### src/rtl/banner_pkg.sv
// banner_pkg: banner geometry, scroller FSM states and column type
// shared by the banner scroller and its timer.
package banner_pkg;

  localparam int BANNER_LEN  = 129;
  localparam int BANNER_LAST = 128;
  localparam int BANNER_ROWS = 57;

  typedef enum logic [1:0] {
    S_IDLE,
    S_FETCH,
    S_DRAIN,
    S_SWAP
  } scroll_state_t;

  typedef logic [BANNER_ROWS-1:0] banner_col_t;

  // base + inc modulo the banner length; inc never exceeds one lap
  function automatic logic [7:0] wrap_add(
    input logic [7:0] base,
    input logic [8:0] inc
  );
    logic [8:0] s;
    s = {1'b0, base} + inc;
    if (s >= 9'(BANNER_LEN)) s = s - 9'(BANNER_LEN);
    return s[7:0];
  endfunction

endpackage

### src/rtl/banner_tick_gen.sv
// banner_tick_gen: free-running scroll timer, frozen while en is low,
// with a one-cycle tick on terminal count.
module banner_tick_gen #(
  parameter int DIV = 4
) (
  input  logic clk,
  input  logic rst,
  input  logic en,
  output logic tick
);

  localparam int CW = (DIV > 1) ? $clog2(DIV) : 1;
  localparam logic [CW-1:0] LAST = CW'(DIV - 1);

  logic [CW-1:0] r_cnt;

  assign tick = en && (r_cnt == LAST);

  always_ff @(posedge clk) begin
    if (rst) begin
      r_cnt <= '0;
    end else if (en) begin
      r_cnt <= (r_cnt == LAST) ? '0 : r_cnt + 1'b1;
    end
  end

endmodule

### src/rtl/banner_scroller.sv
// banner_scroller: fetches a COLS-wide banner window from ROM into a
// back buffer and swaps it to the display-facing front buffer per step.
module banner_scroller
  import banner_pkg::*;
#(
  parameter int COLS       = 16,
  parameter int SCROLL_DIV = 5_000_000
) (
  input  logic                    clk,
  input  logic                    rst,
  input  logic                    en,
  output logic [7:0]              rom_address,
  input  banner_col_t             rom_data,
  input  logic [$clog2(COLS)-1:0] col_idx,
  output banner_col_t             col_data,
  output logic [7:0]              offset,
  output logic                    frame_swap,
  output logic                    busy
);

  localparam int IW = $clog2(COLS);
  localparam logic [IW-1:0] K_LAST = IW'(COLS - 1);

  scroll_state_t r_state;
  logic [IW-1:0] r_k;
  logic [7:0]    r_offset;
  logic [7:0]    r_addr_hold;
  logic          r_pending;
  logic          r_swap;
  banner_col_t   r_back  [COLS];
  banner_col_t   r_front [COLS];

  logic       w_tick;
  logic       w_service;
  logic [7:0] w_addr;

  banner_tick_gen #(
    .DIV(SCROLL_DIV)
  ) u_tick (
    .clk (clk),
    .rst (rst),
    .en  (en),
    .tick(w_tick)
  );

  assign w_addr    = wrap_add(r_offset, 9'(r_k));
  assign w_service = (r_state == S_IDLE) && r_pending;

  assign rom_address = (r_state == S_FETCH) ? w_addr : r_addr_hold;
  assign offset      = r_offset;
  assign frame_swap  = r_swap;
  assign busy        = !rst && (r_state != S_IDLE);

  always_comb begin
    col_data = '0;
    if ({1'b0, col_idx} < (IW+1)'(COLS)) begin
      col_data = r_front[col_idx];
    end
  end

  // ROM data lags its address by a cycle, so capture trails issue by one
  always_ff @(posedge clk) begin
    if (rst) begin
      r_state     <= S_FETCH;
      r_k         <= '0;
      r_offset    <= '0;
      r_addr_hold <= '0;
      r_pending   <= 1'b0;
      r_swap      <= 1'b0;
      for (int i = 0; i < COLS; i++) begin
        r_front[i] <= '0;
      end
    end else begin
      r_swap    <= 1'b0;
      r_pending <= w_tick || (r_pending && !w_service);
      unique case (r_state)
        S_IDLE: begin
          if (r_pending) begin
            r_offset <= (r_offset == 8'(BANNER_LAST)) ?
                        '0 : r_offset + 8'd1;
            r_k      <= '0;
            r_state  <= S_FETCH;
          end
        end
        S_FETCH: begin
          r_addr_hold <= w_addr;
          if (r_k != '0) begin
            r_back[r_k - 1'b1] <= rom_data;
          end
          r_k <= r_k + 1'b1;
          if (r_k == K_LAST) begin
            r_state <= S_DRAIN;
          end
        end
        S_DRAIN: begin
          r_back[COLS-1] <= rom_data;
          r_state        <= S_SWAP;
        end
        S_SWAP: begin
          r_front <= r_back;
          r_swap  <= 1'b1;
          r_state <= S_IDLE;
        end
        default: r_state <= S_IDLE;
      endcase
    end
  end

endmodule

### config.mk
export PLATFORM = sky130hd
export DESIGN_NAME = banner_scroller
export DESIGN_NICKNAME = d
export VERILOG_FILES = /design/src/rtl/banner_pkg.sv /design/src/rtl/banner_tick_gen.sv /design/src/rtl/banner_scroller.sv
export SDC_FILE = /design/constraint.sdc
export NUM_CORES = 2
export LEC_CHECK = 0
export CORE_MARGIN = 2
export CORE_UTILIZATION = 54
export DETAILED_ROUTE_END_ITERATION = 8
export HOLD_SLACK_MARGIN = 0.03
export PLACE_DENSITY = 0.7
export SYNTH_ARGS = -nofsm -noshare
export SYNTH_HDL_FRONTEND = slang
export SYNTH_SLANG_ARGS = --single-unit
### constraint.sdc
create_clock -name clk -period 5.6 [get_ports clk]
set_input_delay 1.12 -clock clk [delete_from_list [all_inputs] [get_ports clk]]
set_output_delay 1.12 -clock clk [all_outputs]
set_load 0.02 [all_outputs]
==> results.md <==
- Run status: complete, no violations
- Cell with the most instances after synthesis: nor2_1
- Worst Path Arrival: 4280 ps
- Final setup vio count: 0
- FMAX: 185.1 MHz
- Setup Buffers After CTS: 0
- Worst Max-Slew Pin Slew: 1201 ps
- Cells after Synth: 4,627
- Die ar.: approximately 130,000 um2
- Hold Crit Class: reg2reg
- Buf/Inv on CP: 2
- Vias in the first global route: between 30,000 and 40,000
- Hold Fails Final Rpt: 0
- Clock sink count: 1,871
- Setup crit end kind: primary output
- Max-slew violation count: 0
- Via count: 37,260
- Cts-stage hold buffer count: 0
- Yosys warning count: 0
- Switching Fraction: 0.2721
- Int Pwr: between 20 and 30 mW
- Worst Path Max Fanout: 10
- Synth area leaders: edfxtp_1, dfxtp_1, mux2i_1
- Minimum clock period: 5403 ps
- Clk slew on worst S/H paths: about 60 ps
- Max transition margin: 0.1991
- # DRC: 0
- Avg Cell Area, Syn: between 10 and 15 um2
- Net switching power: 10.05 mW
- Core footprint: 127,200 um2
- Commonest cells post-synth: nor2_1, dfxtp_1, mux2i_1
- Starting density of the core: 0.5425
- Crit-path slowest cell: clkdlybuf4s50_1
- Asr flop ratio synth: 0
- Share of power burned in registers: 0.453
- Cts bufs inserted: 185
- Pre-Repair DR Iteration Count: 6
- Initial antenna violation count: 7
- Share of layout cells above drive strength 1: 0.1445
- Die Wd: 361.5 um
- Total Power: 36.92 mW
- Clk_lat worst skew: 800 ps
- Nets: 4,836
- Top Ports: 139
- Pre-CTS setup slack: 751.1 ps
- Clk_skew: 22.29 ps
- CP Class: reg2out
- Distinct cells, synth: 64
- Clk buf depth: 3
- # rows: between 100 and 150
- Worst vdd ir: 0.4418 mV
- CP max stage delay: 640 ps
- Setup TNS: 0 ps
- PwrDens: 467.6 nW/um2
- Global-route wire length before repair: approximately 230,000 um
- DP HPWL: between 80,000 and 90,000 um
- CP cell instances: ha_1, inv_1, fa_1, nand2b_2, a211oi_4, mux2i_2, o2111ai_4, a31o_1, a31oi_1, clkdlybuf4s50_1
- Cts repair resizes: 0
- Seq/Total Area, Yosys: 0.6751
- Die Y: around 360 um
- Total GRT Usage: 0.2311
- Routed WL: 151,400 um
- Routed Antenna Nets: 0
- Required time of the critical path: about 4500 ps
- Starting DRT DRC Count: 2,986
- Syn Nets: 4,711
- CP delay by family, top: compound AO/OA/AOI/OAI gates
- Clock network power share: 0.340
- Synth-to-Final Area Change: 14.43%
- TritonCTS clock tree: built
- Final worst slack: 196.8 ps
- Max-Cap Viols: 0
- CTS Root Cell: clkbuf_16
- Part of the power in combinational logic: 0.207
- H-tree lvl count: 4
- Final cycle utilization of the critical path: 0.9649
- Vias/cell: 5.663
- Min Hold Slack: 474.9 ps
- Main flop type after synthesis: dfxtp_1
- Port buffer count: approximately 140
- Critical Path Start Type: register
- Area share of the largest cell type after synthesis: 0.3969
- RSZ-0062 raised after global routing: false
- Leakage Power: 26.51 nW
- Post-Syn Area: 69,010 um2
- #FFs+latches synth: 1,871
- Grt total ovfl: 0
- Gp weighted congestion: 0.7639
- Largest net degree at the start of global routing: 232
- EDFF count, synth: 912
- Wirelength per Cell: 23.00 um
- Synth area leader: edfxtp_1
worst min-delay path: cells and delay by family, from the launching register on:
family / cells / cell delay [ps]
flops: 1 / 320
mux: 1 / 60
simple gates: 1 / 70
area by class of cell:
| type | instances | area (um2) |
|---|---|---|
| fillers | 9328 | 48230 |
| inverters | 13 | 48.80 |
| repair buffers | 225 | 2586 |
| flip-flops and latches | 1871 | 46590 |
| clock buffers | 260 | 5254 |
| diodes | 3 | 7.507 |
| multi-input cells | 2456 | 21410 |
| well taps | 1662 | 2079 |
| clock inverters | 90 | 992.2 |
flip-flops by register name (all words and copies together), names as in the netlist:
signal	flops
frame_swap	1
offset	8
r_addr_hold	8
r_back	912
r_front	912
r_k	4
r_pending	1
r_state	2
u_tick.r_cnt	23
cells in the final DEF (no fill, tap or decap), drive strengths merged, types with 5 or more instances in the layout:
| cell type | count |
|---|---|
| nand4 | 13 |
| clkdlybuf4s50 | 133 |
| mux4 | 285 |
| nor2b | 45 |
| dfxtp | 959 |
| xnor2 | 13 |
| and4 | 5 |
| bufinv | 17 |
| and3 | 8 |
| xor2 | 21 |
| clkbuf | 260 |
| o21ai | 7 |
| buf | 92 |
| nand3 | 20 |
| a31oi | 7 |
| clkinv | 63 |
| nand2b | 7 |
| nand2 | 26 |
| nor3 | 7 |
| edfxtp | 912 |
| mux2i | 917 |
| ha | 19 |
| and2b | 14 |
| inv | 19 |
| a21oi | 17 |
| nor2 | 982 |
metal layers:
metal  global-route usage  vias to the layer above  routed length (um)
li1                     -                    17110                   -
met1               0.3264                    19060               68530
met2               0.3673                      861               71690
met3              0.04154                      215                7760
met4              0.07010                        8                3316
met5                    0                        -                  61
path summary, 6_finish.rpt:
path	start	endpoint	slack, ps	cells after the start
worst max-delay path	offset[0]$_SDFFE_PP0P_	rom_address[4]	200	10
worst min-delay path	r_back[892]$_DFFE_PP_	r_front[892]$_SDFFE_PP0P_	470	2
worst max register to register	r_state[0]$_SDFFE_PP1P_	r_back[835]$_DFFE_PP_	1230	6
worst min register to register	r_back[892]$_DFFE_PP_	r_front[892]$_SDFFE_PP0P_	470	2
power by group through the flow:
stage	registers, mW	logic (mW)	clock network, mW
finish	16.7	7.65	12.5
CTS	16.7	7.71	12.8
floorplan	16.7	5.86	0
global route	16.9	8.26	13.3
global placement	17.0	7.49	0
detailed placement	17.0	7.66	0
logic make-up (layout without fill, tap and decap cells):
family,count (synthesis),after routing,synth area share
XOR/XNOR,34,34,0.004533
adder cells (fa/ha/maj),20,20,0.003735
other,0,3,0
multiplexers,1203,1203,0.2262
AND/OR/NAND/NOR,1140,1140,0.06732
flip-flops,1871,1871,0.6751
AO/OA/AOI/OAI,59,59,0.006129
buffers and inverters,300,588,0.01697
metrics by stage:
step | instance area [um2] | instances | util
detailed placement | 72690 | 6227 | 0.5715
global route | 78960 | 6579 | 0.6208
CTS | 78940 | 6577 | 0.6206
finish | 78970 | 6580 | 0.6208
global placement | 72690 | 6227 | 0.5715
floorplan | 69010 | 4627 | -
Power figures use the tool's default switching activity.
